$ cat src/rtl/mux_sel_arbiter_if.sv
// Bus between four requesting stages and the round-robin arbiter for one shared mux/port.
// Protocol: req[i] is a level held by requester i; done is a one-cycle pulse from the resource.
interface mux_sel_arbiter_if;
  // gnt/sel/start/busy/timeout_err are registered outputs of the arbiter.
  // A grant lasts from start until the cycle after done or watchdog expiry.
  logic [3:0] req;
  logic       done;
  logic [3:0] gnt;
  logic [1:0] sel;
  logic       start;
  logic       busy;
  logic       timeout_err;
  logic [1:0] state_dbg;
  logic [1:0] ptr_dbg;

  modport master (
    output req, done,
    input  gnt, sel, start, busy, timeout_err, state_dbg, ptr_dbg
  );

  modport slave (
    input  req, done,
    output gnt, sel, start, busy, timeout_err, state_dbg, ptr_dbg
  );
endinterface

$ cat src/rtl/mux_sel_arbiter.sv
// Round-robin arbiter for a 4:1 mux-fed resource: one grant at a time, start strobe,
// grant held until done or watchdog expiry. TIMEOUT=0 disables the watchdog.
module mux_sel_arbiter #(
  parameter int TIMEOUT = 16,
  parameter int CNT_W   = 5   // must satisfy 2**CNT_W > TIMEOUT
) (
  input  logic               clk,
  input  logic               resetn,
  mux_sel_arbiter_if.slave   bus
);

  localparam logic [1:0] ST_IDLE  = 2'd0;
  localparam logic [1:0] ST_ISSUE = 2'd1;
  localparam logic [1:0] ST_WAIT  = 2'd2;

  localparam bit               WD_EN   = (TIMEOUT != 0);
  localparam logic [CNT_W-1:0] WD_LAST = CNT_W'(TIMEOUT - 1);

  logic [1:0]       state_q, state_d;
  logic [3:0]       gnt_q, gnt_d;
  logic [1:0]       sel_q, sel_d;
  logic             start_q, start_d;
  logic             busy_q, busy_d;
  logic             terr_q, terr_d;
  logic [1:0]       ptr_q, ptr_d;
  logic [CNT_W-1:0] wd_q, wd_d;

  logic       win_valid;
  logic [1:0] win_idx;
  logic [1:0] cand;
  logic       release_now;

  // Scan from the farthest candidate back to ptr so the nearest requester is assigned last.
  always_comb begin
    win_valid = 1'b0;
    win_idx   = ptr_q;
    cand      = ptr_q;
    for (int k = 3; k >= 0; k--) begin
      cand = ptr_q + 2'(k);
      if (bus.req[cand]) begin
        win_valid = 1'b1;
        win_idx   = cand;
      end
    end
  end

  always_comb begin
    state_d     = state_q;
    gnt_d       = gnt_q;
    sel_d       = sel_q;
    start_d     = 1'b0;
    busy_d      = busy_q;
    terr_d      = 1'b0;
    ptr_d       = ptr_q;
    wd_d        = wd_q;
    release_now = 1'b0;

    case (state_q)
      ST_IDLE: begin
        if (win_valid) begin
          state_d = ST_ISSUE;
          gnt_d   = 4'b0001 << win_idx;
          sel_d   = win_idx;
          start_d = 1'b1;
          busy_d  = 1'b1;
          wd_d    = '0;
        end
      end
      ST_ISSUE: begin
        if (bus.done) release_now = 1'b1;
        else          state_d     = ST_WAIT;
      end
      ST_WAIT: begin
        // done wins over a simultaneous watchdog expiry, so no error pulse then.
        if (bus.done) begin
          release_now = 1'b1;
        end else if (WD_EN && (wd_q == WD_LAST)) begin
          release_now = 1'b1;
          terr_d      = 1'b1;
        end else if (WD_EN) begin
          wd_d = wd_q + 1'b1;
        end
      end
      default: begin
        state_d = ST_IDLE;
        gnt_d   = '0;
        busy_d  = 1'b0;
      end
    endcase

    if (release_now) begin
      state_d = ST_IDLE;
      gnt_d   = '0;
      busy_d  = 1'b0;
      wd_d    = '0;
      ptr_d   = sel_q + 2'd1;
    end
  end

  always_ff @(posedge clk or negedge resetn) begin
    if (!resetn) begin
      state_q <= ST_IDLE;
      gnt_q   <= '0;
      sel_q   <= '0;
      start_q <= 1'b0;
      busy_q  <= 1'b0;
      terr_q  <= 1'b0;
      ptr_q   <= '0;
      wd_q    <= '0;
    end else begin
      state_q <= state_d;
      gnt_q   <= gnt_d;
      sel_q   <= sel_d;
      start_q <= start_d;
      busy_q  <= busy_d;
      terr_q  <= terr_d;
      ptr_q   <= ptr_d;
      wd_q    <= wd_d;
    end
  end

  assign bus.gnt         = gnt_q;
  assign bus.sel         = sel_q;
  assign bus.start       = start_q;
  assign bus.busy        = busy_q;
  assign bus.timeout_err = terr_q;
  assign bus.state_dbg   = state_q;
  assign bus.ptr_dbg     = ptr_q;

endmodule
$ cat src/flat_wrapper.sv
// flat-port wrapper written by rule: the top's interface ports become plain ports
module mux_sel_arbiter_flat 
#(
  parameter int TIMEOUT = 16,
  parameter int CNT_W   = 5                                     
)
  (clk, resetn, bus_req, bus_done, bus_gnt, bus_sel, bus_start, bus_busy, bus_timeout_err, bus_state_dbg, bus_ptr_dbg);
  mux_sel_arbiter_if bus_i ();
  input  logic clk;
  input  logic resetn;
  input wire logic [$bits(bus_i.req)-1:0] bus_req;
  input wire logic [$bits(bus_i.done)-1:0] bus_done;
  output wire logic [$bits(bus_i.gnt)-1:0] bus_gnt;
  output wire logic [$bits(bus_i.sel)-1:0] bus_sel;
  output wire logic [$bits(bus_i.start)-1:0] bus_start;
  output wire logic [$bits(bus_i.busy)-1:0] bus_busy;
  output wire logic [$bits(bus_i.timeout_err)-1:0] bus_timeout_err;
  output wire logic [$bits(bus_i.state_dbg)-1:0] bus_state_dbg;
  output wire logic [$bits(bus_i.ptr_dbg)-1:0] bus_ptr_dbg;
  assign bus_i.req = bus_req;
  assign bus_i.done = bus_done;
  assign bus_gnt = bus_i.gnt;
  assign bus_sel = bus_i.sel;
  assign bus_start = bus_i.start;
  assign bus_busy = bus_i.busy;
  assign bus_timeout_err = bus_i.timeout_err;
  assign bus_state_dbg = bus_i.state_dbg;
  assign bus_ptr_dbg = bus_i.ptr_dbg;
  mux_sel_arbiter #(.TIMEOUT(TIMEOUT), .CNT_W(CNT_W)) u_core (.clk(clk), .resetn(resetn), .bus(bus_i));
endmodule
$ cat config.mk
export PLATFORM = sky130hd
export DESIGN_NAME = mux_sel_arbiter_flat
export DESIGN_NICKNAME = d
export VERILOG_FILES = /design/src/rtl/mux_sel_arbiter_if.sv /design/src/rtl/mux_sel_arbiter.sv /design/src/flat_wrapper.sv
export SDC_FILE = /design/constraint.sdc
export NUM_CORES = 1
export LEC_CHECK = 0
export BUFFER_PORTS_ARGS = -buffer_cell sky130_fd_sc_hd__clkbuf_2
export CORE_MARGIN = 2
export CORE_UTILIZATION = 55
export DETAILED_ROUTE_END_ITERATION = 7
export MAX_ROUTING_LAYER = met4
export PLACE_DENSITY = 0.8
export SLEW_MARGIN = 20
export SYNTH_ARGS = -nofsm -noshare
export SYNTH_HDL_FRONTEND = slang
export SYNTH_SLANG_ARGS = --single-unit
$ cat constraint.sdc
create_clock -name clk -period 6.55 [get_ports clk]
set_input_delay 0.655 -clock clk [delete_from_list [all_inputs] [get_ports clk]]
set_output_delay 0.655 -clock clk [all_outputs]
set_load 0.05 [all_outputs]
======== Yosys cells after proc, flatten, opt, wreduce, memory -nomap -nowiden ========
Cells that the tools add are included.
storage, ports and cells
  flip-flop bits (word level) ............. 18
  input bits .............................. 7
  output and inout port bits .............. 13
  word-level logic and storage cells ...... 73
cells by class
  $add $sub $neg .......................... 5
  order comparisons ....................... 4
  eq/ne operators ......................... 9
  shift operators ......................... 1
  multiplexer cells ....................... 39
  reduce and logical (&&, ||, !) cells .... 7
operators with widths
  kind                 count
  $mux 5               4
  $mux 1               17
  $mux 2               7
  $lt 2x3->1 const B   4
  $pmux 5 s2           1
  $ne 3x2->1 const B   3
  $bmux 1 s2           4
  $mux 4               2
  $pmux 4 s2           1
  $pmux 2 s3           1
  $add 5x1->5 const B  1
  $eq 5x4->1 const B   1
  $add 2x1->2 const B  2
  $add 2x2->2 const B  2
  $ne 2x1->1 const B   2
  $pmux 1 s2           2
  $reduce_and 2->1     2
  $reduce_and 4->1     1
  $shl 1x2->4 const A  1
  $ne 3x1->1 const B   1
  $reduce_and 3->1     1
  $reduce_bool 3->1    1
  $eq 2x1->1 const B   1
  $eq 2x2->1 const B   1
  other kinds (2)      2

======== Logic depth before layout (Yosys ltp) ========
Gate-level depths: netlist of the first run.
  depth after elaboration ................. 11
  mapped depth ............................ 8
  depth with buffers taken out ............ 7

======== Least setup slack after synthesis of the first run ========
OpenSTA, ideal clock, no wires.
  path type ............................... flip-flop to flip-flop
  from .................................... reg u_core.wd_q[0]
  to ...................................... reg u_core.wd_q[2]
  library setup time ...................... 0.083 ns
  arrival ................................. 2.098 ns
  data required time ...................... 6.467 ns
  slack ................................... 4.370 ns
  stages on the path, launching flop included .. 8
  cell sequence ........................... dfrtp_1 -> ha_1 -> and3_1 -> ha_1 -> or3b_4 -> o211a_2 -> or4_1 -> o21ai_0
between the ends
  word-level cells in the longest chain between the ends .. 6
  elaborated cells between the ends (all ways) .. 14
  classes of those cells .................. 1 x add/sub; 4 x eq/ne; 7 x mux; 2 x reduce/logical
RTL lines
  what                                                 RTL line                text
  start, declared                                      mux_sel_arbiter.sv:26   logic [CNT_W-1:0] wd_q, wd_d;
  start signal, assigned                               mux_sel_arbiter.sv:118  wd_q <= wd_d;
  branches (longest 6 deep; another with $add 5x1->5)  n/a
Several ways; the timed one is not identified. The select of a mux whose other input is x is not followed.
A chain may end at the register's enable or synchronous reset.

======== Worst setup path after layout of the first run ========
Ends and elaborated chain as after synthesis.

==> results of run 1 <==
worst max-delay path, cell delays in order (launching register included):
cell,delay (ns)
dfrtp_1,0.42
ha_1,0.23
and3_1,0.19
ha_1,0.23
or3b_4,0.43
o211a_2,0.18
or4_1,0.51
o21ai_0,0.08
power groups by stage:
stage | Sequential (mW) | Combinational, mW | Clock [mW]
global placement | 0.179 | 0.337 | 0
CTS | 0.181 | 0.345 | 0.0544
floorplan | 0.289 | 0.159 | 0
finish | 0.181 | 0.347 | 0.0541
detailed placement | 0.183 | 0.342 | 0
global route | 0.186 | 0.374 | 0.0594
layer usage:
metal	global-route usage [%]	vias up	share of wire [%]
met5	-	-	0
met4	9.71	0	1.9
met3	5.10	7	6.3
met2	34.7	52	48
met1	29.5	405	44
li1	-	421	-
state kept, by name, summed over array words and instances (netlist names):
| register | cells |
|---|---|
| u_core.bus.busy | 1 |
| u_core.bus.gnt | 4 |
| u_core.bus.ptr_dbg | 2 |
| u_core.bus.sel | 2 |
| u_core.bus.start | 1 |
| u_core.bus.state_dbg | 2 |
| u_core.bus.timeout_err | 1 |
| u_core.wd_q | 5 |
placed cells by master (no fill, tap or decap), types with 3 or more instances in the layout:
master / count
o22a_1: 3
o41ai_1: 4
o21ai_0: 14
inv_1: 8
clkbuf_4: 3
dfrtp_1: 18
clkbuf_2: 19
nand2_1: 8
nor2b_1: 3
nor2_1: 8
ha_1: 5
cells by family after synthesis:
family	Yosys count	synth area share, %
adders and majority gates	5	6.35
and+or+nand+nor	32	17.0
xor gates and xnor gates	1	0.890
DFF	18	45.7
AOI/OAI and AO/OA	36	25.5
buffers and inverters	11	4.45
cells in the mapped netlist:
cell type and number:
nor2_1 8, or3b_4 1, o211ai_1 2, buf_2 1
or4_1 2, or3_1 1, o211a_2 1, and3_1 1
o22a_1 3, nand2b_1 2, o31ai_1 2, nand2_1 8
or2_2 1, a211o_1 1, ha_1 5, o21ai_0 14
o41ai_1 4, a311oi_1 1, clkbuf_2 1, a32o_1 2
dfrtp_1 18, o21a_1 1, o22ai_1 1, a22o_1 1
nor4_1 1, and3b_1 1, and2_1 1, a221o_1 1
nor2b_1 3, inv_1 8, clkbuf_1 1, xnor2_1 1
nand3_1 2, a21oi_1 2
layout make-up:
class                           instances  area [um^2]  share of cell area [%]
Timing Repair Buffer                   19         95.1                    8.49
Inverter                                8         30.0                    2.68
Multi-Input combinational cell         74          490                    43.8
Tap cell                               25         31.3                    2.79
Clock buffer                            3         22.5                    2.01
Sequential cell                        18          450                    40.2
final timing paths:
path                                          startpoint                                  end  slack [ns]  depth (start not counted)
min in group clk           u_core.bus.gnt[0]$_DFFE_PN0P_        u_core.bus.gnt[0]$_DFFE_PN0P_        0.50                          1
setup / recovery              u_core.wd_q[0]$_DFFE_PN0P_           u_core.wd_q[2]$_DFFE_PN0P_        4.20                          7
hold reg to reg            u_core.bus.gnt[0]$_DFFE_PN0P_        u_core.bus.gnt[0]$_DFFE_PN0P_        0.50                          1
max in group asynchronous                         resetn  u_core.bus.state_dbg[1]$_DFFE_PN0P_        5.95                          1
setup reg to reg              u_core.wd_q[0]$_DFFE_PN0P_           u_core.wd_q[2]$_DFFE_PN0P_        4.20                          7
hold / removal                                    resetn           u_core.wd_q[2]$_DFFE_PN0P_        0.29                          1
metrics by stage:
step           cells  hold slack [ns]  instance area, um^2  setup WS, ns  power [mW]
2_1_floorplan    103            0.359                  985          4.37       0.449
3_3_place_gp     144            0.479                 1100          4.29       0.516
3_5_place_dp     144            0.482                 1100          4.22       0.525
4_1_cts          147            0.296                 1120          4.20       0.580
5_1_grt          147            0.309                 1120          4.07       0.620
6_report         147            0.289                 1120          4.20       0.582
==> results.py, run 1 <==
metrics = {
    "yosys": {
        "seq_area_frac_synth_pct": 45.7,
        "synth_top_cell_by_area": "dfrtp_1",
        "yosysUniqueCellTypes": 34,
        "syn_nets": 115,
        "yosys_warnings": 0,
        "ys_seq_elements": 18,
        "avgSynthCellArea_um2": 9.56,
        "synth_cells": 103,
        "synth_top_cell_area_share_pct": 45.7,
        "synth_area_leaders": "dfrtp_1, o21ai_0, ha_1",
        "netlist_area_um2": 985,
    },
    "power": {
        "p_clk_share_pct": 9.3,
        "pwr-share-comb_pct": 59.7,
        "power_switching_share_pct": 53.4,
        "powerDensity_mw_per_mm2": 520,
        "p_sw_mw": 0.311,
        "intPower_mw": 0.271,
        "ir_worst_vdd_mv": 0.347,
        "seqPwrFrac_pct": 31.1,
        "p_leak_nw": 0.538,
    },
    "status": {
        "status": "finished, final reports clean",
    },
    "drt": {
        "first_pass_iters": 4,
        "drtIter0Drc": 40,
        "wl_per_cell_um": 13.9,
        "route.detailed.drc": 0,
        "avgViaCountPerCell": 6.02,
        "vias": 885,
        "wl_um": 2040,
        "postRouteAntennaNets": 0,
    },
    "final_layout": {
        "fillCellCount": 142,
        "utilization_pct": 65.6,
        "synthToLayoutAreaGrowth_pct": 13.7,
        "antenna_cells": 0,
        "drive_gt1_share_pct": 20.5,
        "final_nets": 136,
    },
    "clocking": {
        "post-cts-setup-buffer-count": 0,
        "cts_root_buffer": "clkbuf_4",
        "ctsHoldBuffers": 0,
        "clkSlewWorstSetupHoldPaths_ns": 0.10,
        "cts_buffer_depth": 2,
        "clock_latency_ns": 0.29,
        "clock-sinks": 18,
        "tritoncts.num_buffers": 3,
        "cts_resized": 0,
        "h-tree-depth": 1,
        "cts_tree": "built",
    },
    "die": {
        "boundaryPins": 20,
        "die_h_um": 46.3,
        "die_w_um": 46.3,
        "core_mm2": 0.00171,
        "dieArea_mm2": 0.00214,
        "rows": 15,
        "start_util_pct": 57.7,
    },
    "sta": {
        "fin_tns_setup_ns": 0,
        "setup_viol": 0,
        "tightest_slew_ns": 0.592,
        "period_needed_ns": 2.35,
        "fin_skew_ns": 0.00174,
        "finalHoldViolCount": 0,
        "max_freq_mhz": 426,
        "final.period_utilization_pct": 35.9,
        "rsz0062_at_grt": "false",
        "drv_slew": 0,
        "slew_headroom_pct": 60.2,
    },
    "global_routing": {
        "grt_max_degree": 19,
        "grt_pass1_vias": 763,
        "grt_overflow": 0,
        "grt_first_pass_wirelength_um": 3370,
        "track_usage_pct": 23.0,
        "antenna_found_initial": 0,
    },
    "placed_design": {
        "dpl.hpwl_um": 1530,
        "place_congestion": 0.819,
        "io_buffers": 19,
    },
    "job": {
        "cap_violations": 0,
    },
    "worst_setup_path": {
        "cp.arrival_ns": 2.57,
        "end_kind": "register",
        "worstPathRequired_ns": 6.77,
        "critPathMaxFanout": 8,
        "worstSetupStartpointType": "register",
        "path_class": "register to register",
    },
    "hold_path": {
        "min_path_type": "input pin to asynchronous set/reset pin",
    },
}
(Power assumes the default switching activity.)
==> run 2: changes to the inputs <==
--- a/config.mk
+++ b/config.mk
@@ -7,10 +7,10 @@
 export LEC_CHECK = 0
 export BUFFER_PORTS_ARGS = -buffer_cell sky130_fd_sc_hd__clkbuf_2
 export CORE_MARGIN = 2
-export CORE_UTILIZATION = 55
+export CORE_UTILIZATION = 52
 export DETAILED_ROUTE_END_ITERATION = 7
 export MAX_ROUTING_LAYER = met4
-export PLACE_DENSITY = 0.8
+export PLACE_DENSITY = 0.76
 export SLEW_MARGIN = 20
 export SYNTH_ARGS = -nofsm -noshare
 export SYNTH_HDL_FRONTEND = slang
==> constraint.sdc (replaced) <==
create_clock -name clk -period 2.26 [get_ports clk]
set_input_delay 0.226 -clock clk [delete_from_list [all_inputs] [get_ports clk]]
set_output_delay 0.226 -clock clk [all_outputs]
set_load 0.05 [all_outputs]
==> results.py, run 2 (same netlist as run 1, synthesis figures left out) <==
metrics = {
    "drt": {
        "wl_um": 2260,
        "avgViaCountPerCell": 5.86,
        "postRouteAntennaNets": 0,
        "first_pass_iters": 4,
        "drtIter0Drc": 46,
        "wl_per_cell_um": 14.4,
        "route.detailed.drc": 0,
        "vias": 920,
    },
    "worst_setup_path": {
        "reg2regPathDepth": 7,
        "cp.arrival_ns": 2.40,
        "critPathMaxFanout": 4,
        "worstReg2RegStart": "u_core.wd_q[0]$_DFFE_PN0P_",
        "worstSetupStartpointType": "register",
        "r2r_setup_slack_ns": 0.09,
        "end_kind": "register",
        "startpoint": "u_core.wd_q[0]$_DFFE_PN0P_",
        "worstPathRequired_ns": 2.49,
        "critPathCapture": "u_core.wd_q[2]$_DFFE_PN0P_",
        "path_class": "register to register",
        "r2r-end": "u_core.wd_q[2]$_DFFE_PN0P_",
    },
    "power": {
        "p_leak_nw": 0.586,
        "pwr-share-comb_pct": 62.2,
        "finalPower_mw": 1.78,
        "p_sw_mw": 0.921,
        "p_clk_share_pct": 8.7,
        "powerDensity_mw_per_mm2": 1470,
        "power_switching_share_pct": 51.8,
        "seqPwrFrac_pct": 29.1,
        "intPower_mw": 0.858,
        "ir_worst_vdd_mv": 1.04,
    },
    "global_routing": {
        "antenna_found_initial": 0,
        "grt_overflow": 0,
        "track_usage_pct": 24.1,
        "grt_pass1_vias": 806,
        "grt_max_degree": 19,
        "grt_first_pass_wirelength_um": 3620,
    },
    "final_layout": {
        "drive_gt1_share_pct": 27.3,
        "final_nets": 146,
        "largest_register_ffs": 5,
        "finalNonFillerCells": 157,
        "antenna_cells": 0,
        "fillCellCount": 138,
        "top_register": "u_core.wd_q",
        "synthToLayoutAreaGrowth_pct": 22.9,
        "final_common_cell": "clkbuf_2",
        "final_cell_mix": "clkbuf_2, dfrtp_1, o21ai_0, buf_4",
    },
    "clocking": {
        "cts_root_buffer": "clkbuf_4",
        "h-tree-depth": 1,
        "clock_latency_ns": 0.29,
        "cts_buffer_depth": 2,
        "tritoncts.num_buffers": 3,
        "cts_tree": "built",
        "clock-sinks": 18,
        "clkSlewWorstSetupHoldPaths_ns": 0.09,
    },
    "status": {
        "status": "finished, final reports clean",
    },
    "sta": {
        "drv_slew": 0,
        "period_needed_ns": 2.17,
        "max_freq_mhz": 460,
        "fin_skew_ns": 0.00224,
        "final.period_utilization_pct": 96.2,
        "rsz0062_at_grt": "false",
        "slew_headroom_pct": 70.4,
        "fin_tns_setup_ns": 0,
        "tightest_slew_ns": 0.444,
        "setup_viol": 0,
        "finalHoldViolCount": 0,
    },
    "hold_path": {
        "min_path_type": "input pin to register",
        "worstHoldPathCells": 2,
        "hold_start": "bus_done",
    },
    "die": {
        "rows": 15,
        "die_h_um": 47.5,
        "die_w_um": 47.5,
        "core_mm2": 0.00175,
        "start_util_pct": 56.4,
        "dieArea_mm2": 0.00226,
        "boundaryPins": 20,
    },
    "job": {
        "cap_violations": 0,
    },
    "placed_design": {
        "io_buffers": 19,
        "place_congestion": 0.764,
        "dp_cells": 149,
        "dpl.hpwl_um": 1550,
    },
}
==> run 2: cell types whose count changed in the layout (fill, tap and decap cells not counted), sizes merged <==
cell	before	now
dlygate4sd3	0	1
buf	0	9
==> run 2: power by group through the flow <==
stage                     clock network [mW]  registers [mW]  logic [mW]
after floorplan                            0           0.838       0.462
after global placement                     0           0.519       0.987
after CTS                              0.156           0.517        1.07
final                                  0.156           0.517        1.11
after global routing                   0.172           0.532        1.21
after detailed placement                   0           0.527        1.00
==> run 2: critical path: stages (launching register included) <==
cell and delay, ns:
dfrtp_1 0.39, ha_2 0.20, and3_1 0.20, ha_2 0.19, or3b_4 0.39, o211a_4 0.16
or4_1 0.49, o21ai_1 0.08
==> run 2: layer usage <==
metal  global-route usage, %  wire, um  vias to the layer above
li1                        -         -                      438
met1                    30.1      1030                      434
met2                    37.8      1050                       43
met3                    3.40       145                        5
met4                    12.2        36                        0
met5                       -         0                        -
==> run 2: worst min-delay path by stage <==
stage                                            end  slack, ns
floorplan                u_core.bus.busy$_DFFE_PN0P_      -0.07
global placement    u_core.bus.timeout_err$_DFF_PN0_       0.19
detailed placement        u_core.wd_q[2]$_DFFE_PN0P_       0.19
CTS                 u_core.bus.timeout_err$_DFF_PN0_       0.28
global route        u_core.bus.timeout_err$_DFF_PN0_       0.29
finish              u_core.bus.timeout_err$_DFF_PN0_       0.29
==> run 2: per-stage QoR <==
stage	hold WS (ns)	util, %	setup WS [ns]	area (um^2)
finish	0.288	69.3	0.0861	1210
global route	0.294	69.3	0.00991	1210
CTS	0.281	68.6	0.00618	1200
detailed placement	0.192	65.0	0.00835	1130
global placement	0.186	65.0	0.0567	1130
floorplan	-0.0696	-	0.0795	985
==> run 2: area by class of cell <==
| cell class | count | area [um^2] | area share (%) |
|---|---|---|---|
| clock buffers | 3 | 22.5 | 1.86 |
| inverters | 8 | 30.0 | 2.48 |
| multi-input cells | 74 | 503 | 41.6 |
| flip-flops and latches | 18 | 450 | 37.2 |
| well taps | 25 | 31.3 | 2.59 |
| repair buffers | 29 | 173 | 14.3 |
==> run 2: repair_timing <==
item	CTS	global route
endpoints found under the setup margin	2	2
pin swaps	0	1
hold endpoints to repair	18	0
buffers inserted	3	1
hold buffers	1	0
gates resized for setup	1	4
==> run 3: changes to the inputs <==
--- a/config.mk
+++ b/config.mk
@@ -5,7 +5,7 @@
 export SDC_FILE = /design/constraint.sdc
 export NUM_CORES = 1
 export LEC_CHECK = 0
-export BUFFER_PORTS_ARGS = -buffer_cell sky130_fd_sc_hd__clkbuf_2
+export BUFFER_PORTS_ARGS = -buffer_cell sky130_fd_sc_hd__buf_2
 export CORE_MARGIN = 2
 export CORE_UTILIZATION = 52
 export DETAILED_ROUTE_END_ITERATION = 7
==> results.py, run 3 (same netlist as run 1, synthesis figures left out) <==
metrics = {
    "clocking": {
        "cts_buffer_depth": 2,
        "clkSlewWorstSetupHoldPaths_ns": 0.10,
        "clock_latency_ns": 0.29,
        "cts_root_buffer": "clkbuf_4",
        "h-tree-depth": 1,
        "tritoncts.num_buffers": 3,
        "cts_tree": "built",
        "clock-sinks": 18,
    },
    "die": {
        "core_mm2": 0.00175,
        "die_h_um": 47.5,
        "start_util_pct": 56.4,
        "die_w_um": 47.5,
        "boundaryPins": 20,
        "dieArea_mm2": 0.00226,
        "rows": 15,
    },
    "placed_design": {
        "io_buffers": 19,
        "place_area_mm2": 0.00112,
        "dpl.hpwl_um": 1560,
        "place_congestion": 0.824,
    },
    "worst_setup_path": {
        "path_class": "register to register",
        "crit_chain": "ha_2, and3_1, ha_1, or3b_4, o211a_4, or4_4, o21ai_2",
        "cp.arrival_ns": 2.43,
        "worstSetupStartpointType": "register",
        "reg2regPathDepth": 7,
        "worstPathRequired_ns": 2.49,
        "cpMaxStageDelayCell": "or4_4",
        "critPathMaxFanout": 7,
        "end_kind": "register",
        "critPathCapture": "u_core.wd_q[2]$_DFFE_PN0P_",
        "max_stage_delay_ns": 0.51,
        "startpoint": "u_core.wd_q[1]$_DFFE_PN0P_",
        "r2r_setup_slack_ns": 0.06,
        "r2r-end": "u_core.wd_q[2]$_DFFE_PN0P_",
        "worstReg2RegStart": "u_core.wd_q[1]$_DFFE_PN0P_",
    },
    "global_routing": {
        "grt_use_met2_pct": 33.2,
        "grt_first_pass_wirelength_um": 3460,
        "grt_pass1_vias": 816,
        "grt-busiest-layer": "met2",
        "track_usage_pct": 22.8,
        "grt_max_degree": 19,
        "met3_usage_pct": 8.30,
        "antenna_found_initial": 0,
        "grt_util_met1_pct": 27.4,
        "grt_overflow": 0,
    },
    "drt": {
        "drtIter0Drc": 36,
        "first_pass_iters": 4,
        "vias": 911,
        "wl_um": 2190,
        "wl_per_cell_um": 14.2,
        "avgViaCountPerCell": 5.92,
        "postRouteAntennaNets": 0,
        "route.detailed.drc": 0,
    },
    "final_layout": {
        "final_cell_mix": "buf_2, dfrtp_1, o21ai_0",
        "fin_area_mm2": 0.00120,
        "fillCellCount": 136,
        "antenna_cells": 0,
        "final_common_cell": "buf_2",
        "drive_gt1_share_pct": 27.1,
        "final_nets": 142,
        "largest_register_ffs": 5,
        "top_register": "u_core.wd_q",
        "synthToLayoutAreaGrowth_pct": 22.4,
    },
    "sta": {
        "holdWs_ns": 0.292,
        "fin_skew_ns": 0.00362,
        "final.period_utilization_pct": 97.2,
        "max_freq_mhz": 455,
        "period_needed_ns": 2.20,
        "drv_slew": 0,
        "rsz0062_at_grt": "false",
        "fin_tns_setup_ns": 0,
        "slew_headroom_pct": 60.7,
        "tightest_slew_ns": 0.583,
        "setup_viol": 0,
        "finalHoldViolCount": 0,
    },
    "job": {
        "cap_violations": 0,
    },
    "status": {
        "status": "finished, final reports clean",
    },
    "power": {
        "finalPower_mw": 1.80,
        "p_leak_nw": 0.581,
        "ir_worst_vdd_mv": 1.12,
        "powerDensity_mw_per_mm2": 1500,
    },
    "hold_path": {
        "min_path_type": "input pin to register",
    },
}
[run 3: cell count changes in the layout (fill, tap and decap cells not counted), moves of 2 or more]
| cell | before | now |
|---|---|---|
| buf_2 | 0 | 19 |
| clkbuf_2 | 19 | 0 |
| buf_4 | 9 | 5 |
| o21ai_1 | 2 | 0 |
[run 3: repair_timing]
item	CTS	global route
endpoints found under the hold margin	18	0
resized for setup	2	4
hold buffers	1	0
pin swaps	0	2
setup endpoints to repair	1	2
buffers inserted	0	2
[run 3: critical path, delay by kind of cell, from the launching register on]
kind	cells	cell delay [ns]
DFF	1	0.41
adders and majority gates	2	0.41
and+or+nand+nor	3	1.08
AOI/OAI and AO/OA	2	0.23
[run 3: layout make-up]
class                           count  area (um^2)  area share, %
Multi-Input combinational cell     74          514           42.7
Clock buffer                        4         36.3           3.01
Tap cell                           25         31.3           2.60
Inverter                            8         30.0           2.49
Sequential cell                    18          450           37.4
Timing Repair Buffer               25          143           11.8
[run 3: how the worst min path moves through the flow]
stage	depth (start not counted)	to	start	slack, ns
floorplan	0	u_core.bus.busy$_DFFE_PN0P_	resetn	-0.07
global placement	1	u_core.wd_q[2]$_DFFE_PN0P_	resetn	0.17
detailed placement	1	u_core.bus.timeout_err$_DFF_PN0_	resetn	0.17
CTS	2	u_core.bus.timeout_err$_DFF_PN0_	bus_done	0.29
global route	2	u_core.bus.timeout_err$_DFF_PN0_	bus_done	0.30
finish	2	u_core.bus.timeout_err$_DFF_PN0_	bus_done	0.29
[run 3: report_power, final]
part,total [mW],switching (mW),internal (mW)
combinational,1.09,0.737,0.355
clock,0.193,0.0951,0.0982
sequential,0.518,0.0887,0.429
total,1.80,0.921,0.883
[run 3: stage by stage]
step / utilization (%) / std cells / setup WS [ns]
after detailed placement: 64.2 / 147 / 0.0110
after global placement: 64.2 / 147 / 0.0582
after global routing: 69.0 / 154 / 0.00240
final: 69.0 / 154 / 0.0632
after CTS: 67.4 / 152 / 0.0111
after floorplan: - / 103 / 0.0795
[run 3: per-layer routing]
| metal | up-vias | routed length, um |
|---|---|---|
| li1 | 435 | - |
| met1 | 430 | 1040 |
| met2 | 40 | 952 |
| met3 | 6 | 155 |
| met4 | 0 | 42 |
| met5 | - | 0 |
